===== src/rtl/uart_mmio_ctrl.sv =====
// Memory-mapped UART controller: RX/TX byte FIFOs, sticky overflow flags and a
// free-running cycle counter, all reached through one CPU load/store port.
module uart_mmio_ctrl #(
   parameter int RX_DEPTH = 8,
   parameter int TX_DEPTH = 8
) (
   input  logic        clk,
   input  logic        rst,
   input  logic        stall,
   input  logic [31:0] addr,
   input  logic        re,
   input  logic        we,
   input  logic [7:0]  wdata,
   output logic [31:0] rdata,
   output logic [7:0]  uart_din,
   output logic        uart_din_valid,
   input  logic        uart_din_ready,
   input  logic [7:0]  uart_dout,
   input  logic        uart_dout_valid,
   output logic        uart_dout_ready
);

   localparam int RX_AW = $clog2(RX_DEPTH);
   localparam int TX_AW = $clog2(TX_DEPTH);
   localparam logic [RX_AW:0] RX_FULL_CNT = (RX_AW + 1)'(RX_DEPTH);
   localparam logic [TX_AW:0] TX_FULL_CNT = (TX_AW + 1)'(TX_DEPTH);

   localparam logic [31:0] ADDR_STATUS = 32'h8000_0000;
   localparam logic [31:0] ADDR_RXDATA = 32'h8000_0004;
   localparam logic [31:0] ADDR_TXDATA = 32'h8000_0008;
   localparam logic [31:0] ADDR_ERROR  = 32'h8000_000C;
   localparam logic [31:0] ADDR_CYCLE  = 32'h8000_0010;

   logic [7:0]       rx_mem_q [RX_DEPTH];
   logic [7:0]       rx_mem_d [RX_DEPTH];
   logic [RX_AW-1:0] rx_wr_q, rx_wr_d, rx_rd_q, rx_rd_d;
   logic [RX_AW:0]   rx_cnt_q, rx_cnt_d;

   logic [7:0]       tx_mem_q [TX_DEPTH];
   logic [7:0]       tx_mem_d [TX_DEPTH];
   logic [TX_AW-1:0] tx_wr_q, tx_wr_d, tx_rd_q, tx_rd_d;
   logic [TX_AW:0]   tx_cnt_q, tx_cnt_d;

   logic [1:0]  err_q, err_d;
   logic [31:0] cycle_cnt_q, cycle_cnt_d;

   logic rd_en, wr_en;
   logic rx_empty, rx_full, tx_empty, tx_full;
   logic rx_pop, rx_push, rx_ovf;
   logic tx_pop, tx_push, tx_req, tx_ovf;
   logic err_clr, cnt_clr;

   assign rd_en    = re & ~stall;
   assign wr_en    = we & ~stall;
   assign rx_empty = (rx_cnt_q == '0);
   assign rx_full  = (rx_cnt_q == RX_FULL_CNT);
   assign tx_empty = (tx_cnt_q == '0);
   assign tx_full  = (tx_cnt_q == TX_FULL_CNT);

   // A full FIFO still accepts a byte when a pop frees the slot in the same cycle.
   assign rx_pop  = rd_en & (addr == ADDR_RXDATA) & ~rx_empty;
   assign rx_push = uart_dout_valid & (~rx_full | rx_pop);
   assign rx_ovf  = uart_dout_valid & rx_full & ~rx_pop;

   assign tx_pop  = ~tx_empty & uart_din_ready;
   assign tx_req  = wr_en & (addr == ADDR_TXDATA);
   assign tx_push = tx_req & (~tx_full | tx_pop);
   assign tx_ovf  = tx_req & tx_full & ~tx_pop;

   assign err_clr = wr_en & (addr == ADDR_ERROR);
   assign cnt_clr = wr_en & (addr == ADDR_CYCLE);

   assign uart_din        = tx_mem_q[tx_rd_q];
   assign uart_din_valid  = ~tx_empty;
   assign uart_dout_ready = rst;

   always_comb begin
      rx_mem_d = rx_mem_q;
      rx_wr_d  = rx_wr_q;
      rx_rd_d  = rx_rd_q;
      rx_cnt_d = rx_cnt_q;
      if (rx_push) begin
         rx_mem_d[rx_wr_q] = uart_dout;
         rx_wr_d = rx_wr_q + 1'b1;
      end
      if (rx_pop) rx_rd_d = rx_rd_q + 1'b1;
      if (rx_push && !rx_pop) rx_cnt_d = rx_cnt_q + 1'b1;
      else if (!rx_push && rx_pop) rx_cnt_d = rx_cnt_q - 1'b1;
   end

   always_comb begin
      tx_mem_d = tx_mem_q;
      tx_wr_d  = tx_wr_q;
      tx_rd_d  = tx_rd_q;
      tx_cnt_d = tx_cnt_q;
      if (tx_push) begin
         tx_mem_d[tx_wr_q] = wdata;
         tx_wr_d = tx_wr_q + 1'b1;
      end
      if (tx_pop) tx_rd_d = tx_rd_q + 1'b1;
      if (tx_push && !tx_pop) tx_cnt_d = tx_cnt_q + 1'b1;
      else if (!tx_push && tx_pop) tx_cnt_d = tx_cnt_q - 1'b1;
   end

   // Set is applied after clear so a same-cycle overflow survives the clear.
   always_comb begin
      err_d = err_clr ? 2'b00 : err_q;
      err_d = err_d | {tx_ovf, rx_ovf};
      cycle_cnt_d = cnt_clr ? 32'd0 : cycle_cnt_q + 32'd1;
   end

   always_comb begin
      rdata = '0;
      if (re && rst) begin
         case (addr)
            ADDR_STATUS: rdata = {30'b0, ~rx_empty, ~tx_full};
            ADDR_RXDATA: if (!rx_empty) rdata = {24'b0, rx_mem_q[rx_rd_q]};
            ADDR_ERROR:  rdata = {30'b0, err_q};
            ADDR_CYCLE:  rdata = cycle_cnt_q;
            default:     rdata = '0;
         endcase
      end
   end

   always_ff @(posedge clk or negedge rst) begin
      if (!rst) begin
         rx_mem_q    <= '{default: '0};
         rx_wr_q     <= '0;
         rx_rd_q     <= '0;
         rx_cnt_q    <= '0;
         tx_mem_q    <= '{default: '0};
         tx_wr_q     <= '0;
         tx_rd_q     <= '0;
         tx_cnt_q    <= '0;
         err_q       <= '0;
         cycle_cnt_q <= '0;
      end else begin
         rx_mem_q    <= rx_mem_d;
         rx_wr_q     <= rx_wr_d;
         rx_rd_q     <= rx_rd_d;
         rx_cnt_q    <= rx_cnt_d;
         tx_mem_q    <= tx_mem_d;
         tx_wr_q     <= tx_wr_d;
         tx_rd_q     <= tx_rd_d;
         tx_cnt_q    <= tx_cnt_d;
         err_q       <= err_d;
         cycle_cnt_q <= cycle_cnt_d;
      end
   end

endmodule

===== config.mk =====
export PLATFORM = sky130hd
export DESIGN_NAME = uart_mmio_ctrl
export DESIGN_NICKNAME = d
export VERILOG_FILES = /design/src/rtl/uart_mmio_ctrl.sv
export SDC_FILE = /design/constraint.sdc
export NUM_CORES = 1
export LEC_CHECK = 0
export CAP_MARGIN = 5
export CORE_MARGIN = 8
export CORE_UTILIZATION = 60
export CTS_CLUSTER_DIAMETER = 100
export CTS_CLUSTER_SIZE = 8
export DETAILED_ROUTE_END_ITERATION = 10
export PLACE_DENSITY = 0.83
export RECOVER_POWER = 100
export SLEW_MARGIN = 10
export SYNTH_ARGS = -nofsm -noshare
export SYNTH_HDL_FRONTEND = slang
export SYNTH_SLANG_ARGS = --single-unit
export TNS_END_PERCENT = 5

===== constraint.sdc =====
create_clock -name clk -period 5.65 [get_ports clk]
set_input_delay 1.4125 -clock clk [delete_from_list [all_inputs] [get_ports clk]]
set_output_delay 1.4125 -clock clk [all_outputs]
set_load 0.02 [all_outputs]

==> summary by stage <==
Routing
The routed length on met2 is 13.2 mm. The routed layout has 7510 vias. The number of DRC markers after the initial detailed-route iteration is 793. After detailed routing, the average wire length per cell comes to 22.2 um. The first-pass iteration count of the detailed router is 5. The residual DRC count is 0. Once detail routing completed, the nets flagged for antenna violations numbered 0.

The ratio of routed vias to standard cells is 6.44. In the detailed route, the total length drawn on met3 is 2.15 mm. The top routing layer in use is met5. The sum of routed wire segments on met1 is 10.1 mm. After detailed routing, the total wire length is 26.0 mm.

Clock network
The post-CTS resize count is 0. The H-tree generated during clock tree synthesis spans 4 levels. Buffers added to address setup during post-CTS repair amount to 0. The clock tree from TritonCTS is yes.

The clock reaches the later pin of the worst-skew pair after 0.43 ns. The deepest clock path buffer count is 2. The hold buffer count at cts is 0.

The count of clock tree sinks is 182. After clock tree synthesis, the clock-pin slew on the worst setup and hold paths is 0.07 ns. The number of buffers created by CTS is 17. The library cell used as clock root buffer is sky130_fd_sc_hd__clkbuf_16.

STA
The slew of the pin with the lowest slew margin is 1.97 ns. Based on the critical path, the design can be clocked at up to 181 MHz. In the finished design, the share of the clock period the worst path needs comes to 97.9%.

Setup repair after global routing left no endpoint under its margin. The worst path needs 5.53 ns of the cycle, external delays included. The number of slew-limit violations in the final report came to 84. The final-report hold violation count came to 0. The number of setup violations in the final report is 0. Setup total negative slack on the finished layout was measured at 0 ns.

The tightest slew margin relative to the limit is -31.3%. Across the routed clock network, the largest skew measured is 0.0128 ns.

Global route
The via count of the first global-routing pass was 7602. The first global-routing pass estimated 41.5 mm of wire. After global routing the overflow that remains totals 0. Entering global routing, the biggest net connects 84 pins. The number of antenna violations at the first check in global routing is 1. The global-route total usage across every layer is 26.1%.

Cells and area
The end-of-flow core utilization is 72.1%. The repair_antennas step left the layout with diodes totalling 0. The post-route non-filler standard cell count is 1167. The post-layout net count is 1006. The count of fill cells added during filler insertion is 1126. In the final layout, the share of cells above drive strength 1 is 18.1%. The area growth from synthesis to layout is 17.2%.

Synthesis
Synthesis produced a netlist with a net count of 919. Among all flip-flop cells after synthesis, the most frequent one is sky130_fd_sc_hd__dfrtp_1. The number of synthesis warnings is 0.

The top cell type by area accounts for 46.4% of the synthesized area. In the synthesized netlist the async set-or-reset flop fraction comes to 100%. Synthesis handed over a netlist of 851 instances. Dividing the synthesized area by the synthesized cell count gives 11.5 um2. The dominant cell type by area after synthesis is sky130_fd_sc_hd__dfrtp_1.

Sorting the synthesized cells by area gives the leading types as sky130_fd_sc_hd__dfrtp_1 (46%), sky130_fd_sc_hd__mux2_2 (8.6%), sky130_fd_sc_hd__mux4_2 (7.3%). The post-synthesis register bit count is 182. The number of flops mapped to enable cells by yosys is 0. The cell area that synthesis handed to floorplanning was 9810 um2.

The number of distinct library cell variants in the gate-level netlist after synthesis is 63. Sequential elements use 46.4% of the synthesized area.

Worst setup path
The number of buffers and inverters on the critical path is 4. The critical path runs through a total of 9 cells. STA classifies the critical path endpoint as an output port. On the critical path the largest part of the delay comes from buffers and inverters.

The source of the worst register-to-register timing path is tx_cnt_q[0]. STA puts the critical path data arrival time at 4.12 ns. Among all stages on the critical path, the largest delay is contributed by sky130_fd_sc_hd__clkdlybuf4s50_1.

Following the worst setup path forward leads to its endpoint at rdata[27]. The worst setup path is launched from an input pin. The worst endpoint required time is 4.24 ns. The critical path goes through clkdlybuf4s50_1 > or4_4 > clkbuf_1 > nor3_4 > and3b_1 > and4_1 > buf_12 > and2_0 > clkdlybuf4s50_1.

The launching element of the worst setup path is addr[6]. The end of the worst register-to-register path is tx_cnt_q[3]. By startpoint and endpoint, the worst setup path is classified as input pin to output port. On the worst path, the slowest cell contributes a delay of 0.63 ns. The cell occurring most often along the worst timing path is sky130_fd_sc_hd__clkdlybuf4s50_1. Along the worst path, the maximum fanout reaches 24. The worst register-to-register path has a depth of 13.

The register-to-register path setup slack is 2.59 ns.

Power
The peak supply drop is 356 uV. The analysis attributes to net switching a power of 1.19 mW. The total power per unit cell area is 329 nW/um2.

The clock network accounts for 30.6% of the total power. The sequential share of power is 45.4%. The internal power component is 2.60 mW. Per report_power, the combinational group accounts for 24.0% of the total.

The switching portion of total power is 31.4%. The post-route total power is 3.78 mW. The leakage power is 4.91 nW.

Floorplan
The die covers 20700 um2. For this configuration, the core starts out at a cell density of 61.5%. The die is 144 um wide. The floorplan has 46 rows. The die height is 144 um. 97 I/O pins were placed. The core area is 15900 um2.

Placed design
After detailed placement, the design holds a cell count of 1135. The count of buffers inserted at the top-level ports is 96. The HPWL after detailed placement is 16.8 mm. At the end of routability-driven placement, the weighted congestion stood at 0.857.

Run
The max-capacitance violation count is 1.

Status
The flow ran to the end, but the final reports show violations. The final reports fail on max-capacitance violations, max-slew violations.

Worst hold path
The kind of path behind the tightest hold check is flop to flop. Counting instances, the worst hold path has a depth of 1.
per-stage QoR:
step | instance area (um2) | hold WS [ns] | setup WS (ns)
final | 11500 | 0.490 | 0.120
after global routing | 11500 | 0.513 | 0.0163
after floorplan | 9810 | 0.448 | 0.849
after detailed placement | 11000 | 0.474 | 0.0370
after global placement | 11000 | 0.464 | 0.184
after CTS | 11600 | 0.492 | 0.00858
cells in the mapped netlist, types with 2 or more instances:
master,instances
sky130_fd_sc_hd__inv_1,4
sky130_fd_sc_hd__nor4_1,7
sky130_fd_sc_hd__a311o_1,3
sky130_fd_sc_hd__and4_1,11
sky130_fd_sc_hd__a21o_1,2
sky130_fd_sc_hd__buf_4,4
sky130_fd_sc_hd__mux2_2,75
sky130_fd_sc_hd__and3_1,7
sky130_fd_sc_hd__or3_1,2
sky130_fd_sc_hd__ha_1,11
sky130_fd_sc_hd__mux4_2,32
sky130_fd_sc_hd__nand2b_1,13
sky130_fd_sc_hd__buf_1,3
sky130_fd_sc_hd__nor2_1,55
sky130_fd_sc_hd__nand4_1,12
sky130_fd_sc_hd__and2_1,28
sky130_fd_sc_hd__nor3_1,12
sky130_fd_sc_hd__o21ai_0,37
sky130_fd_sc_hd__o211ai_1,32
sky130_fd_sc_hd__nand4b_2,4
sky130_fd_sc_hd__buf_2,7
sky130_fd_sc_hd__a22oi_1,6
sky130_fd_sc_hd__buf_6,8
sky130_fd_sc_hd__nor2b_1,36
sky130_fd_sc_hd__nand2_1,35
sky130_fd_sc_hd__dfrtp_1,182
sky130_fd_sc_hd__fa_1,2
sky130_fd_sc_hd__a21oi_1,5
sky130_fd_sc_hd__nor3b_1,3
sky130_fd_sc_hd__nand3b_1,2
sky130_fd_sc_hd__nor4b_1,3
sky130_fd_sc_hd__mux2_1,9
sky130_fd_sc_hd__xor2_1,24
sky130_fd_sc_hd__xnor2_1,18
sky130_fd_sc_hd__o31ai_1,64
sky130_fd_sc_hd__a2111oi_0,2
sky130_fd_sc_hd__nor4_2,2
sky130_fd_sc_hd__nand3_1,31
sky130_fd_sc_hd__a31oi_1,2
sky130_fd_sc_hd__mux2i_1,2
sky130_fd_sc_hd__clkbuf_1,32
worst register-to-register path, cell delays in order (launching register included):
cell and delay [ns]:
sky130_fd_sc_hd__dfrtp_1 0.45, sky130_fd_sc_hd__or4b_1 0.63, sky130_fd_sc_hd__o21ai_0 0.33, sky130_fd_sc_hd__inv_1 0.10, sky130_fd_sc_hd__nand2_1 0.11, sky130_fd_sc_hd__inv_1 0.07
sky130_fd_sc_hd__ha_1 0.23, sky130_fd_sc_hd__inv_1 0.12, sky130_fd_sc_hd__ha_1 0.25, sky130_fd_sc_hd__a21o_1 0.17, sky130_fd_sc_hd__a21oi_1 0.17, sky130_fd_sc_hd__xnor2_1 0.13
sky130_fd_sc_hd__nor2_1 0.06, sky130_fd_sc_hd__xor2_1 0.14
cell families (layout without fill, tap and decap cells):
logic type	count (synthesis)	in the layout	synth area share, %
flip-flops	182	182	46.4
XOR/XNOR	42	42	3.75
AND/OR/NAND/NOR	275	275	16.2
adder cells (fa/ha/maj)	13	13	1.81
multiplexers	118	118	17.2
AO/OA/AOI/OAI	162	162	11.5
buffers and inverters	59	159	3.11
area by class of cell:
class	instances	area [um2]	share of cell area (%)
repair buffers	122	1150	10.0
clock buffers	21	460	4.01
inverters	5	18.8	0.163
multi-input cells	610	4920	42.8
clock inverters	11	115	1.00
well taps	216	270	2.35
flip-flops and latches	182	4550	39.6
power by group through the flow:
stage / clock network [mW] / logic [mW] / registers (mW)
3_5_place_dp: 0 / 0.893 / 1.73
4_1_cts: 1.17 / 0.903 / 1.71
6_report: 1.16 / 0.907 / 1.72
2_1_floorplan: 0 / 0.705 / 1.65
5_1_grt: 1.23 / 1.01 / 1.75
3_3_place_gp: 0 / 0.862 / 1.71
flip-flops by register name, summed over array words and instances, names as in the netlist:
register	flops
cycle_cnt_q	32
err_q	2
rx_cnt_q	4
rx_mem_q	64
rx_rd_q	3
rx_wr_q	3
tx_cnt_q	4
tx_mem_q	64
tx_rd_q	3
tx_wr_q	3
worst min-delay path by stage:
| stage | startpoint | endpoint | slack (ns) |
|---|---|---|---|
| 2_1_floorplan | tx_cnt_q[3] | tx_cnt_q[3] | 0.45 |
| 3_3_place_gp | tx_mem_q[8] | tx_mem_q[8] | 0.46 |
| 3_5_place_dp | tx_mem_q[12] | tx_mem_q[12] | 0.47 |
| 4_1_cts | tx_mem_q[12] | tx_mem_q[12] | 0.49 |
| 5_1_grt | tx_mem_q[47] | tx_mem_q[47] | 0.51 |
| 6_report | tx_mem_q[47] | tx_mem_q[47] | 0.49 |
metal layers:
metal / vias up / track usage (%)
met1: 3733 / 32.1
li1: 3365 / -
met3: 46 / 6.87
met2: 364 / 44.2
met4: 2 / 7.30
met5: - / 0
cell usage in the layout (no fill, tap or decap), drive strengths merged, types with 3 or more instances in the layout:
cell           instances
dfrtp                182
mux2                  84
clkdlybuf4s50         78
o31ai                 64
nor2                  55
o21ai                 37
nor2b                 36
nand2                 35
mux4                  32
o211ai                32
nand3                 31
and2                  29
clkbuf                26
xor2                  24
buf                   22
xnor2                 18
dlygate4sd3           17
nand2b                13
nand4                 13
nor3                  13
and4                  11
ha                    11
nor4                  10
inv                    9
and3                   8
a21oi                  6
a22oi                  6
nand4b                 4
clkinv                 4
nor4b                  4
nor3b                  3
a311o                  3
(Power assumes the default switching activity.)
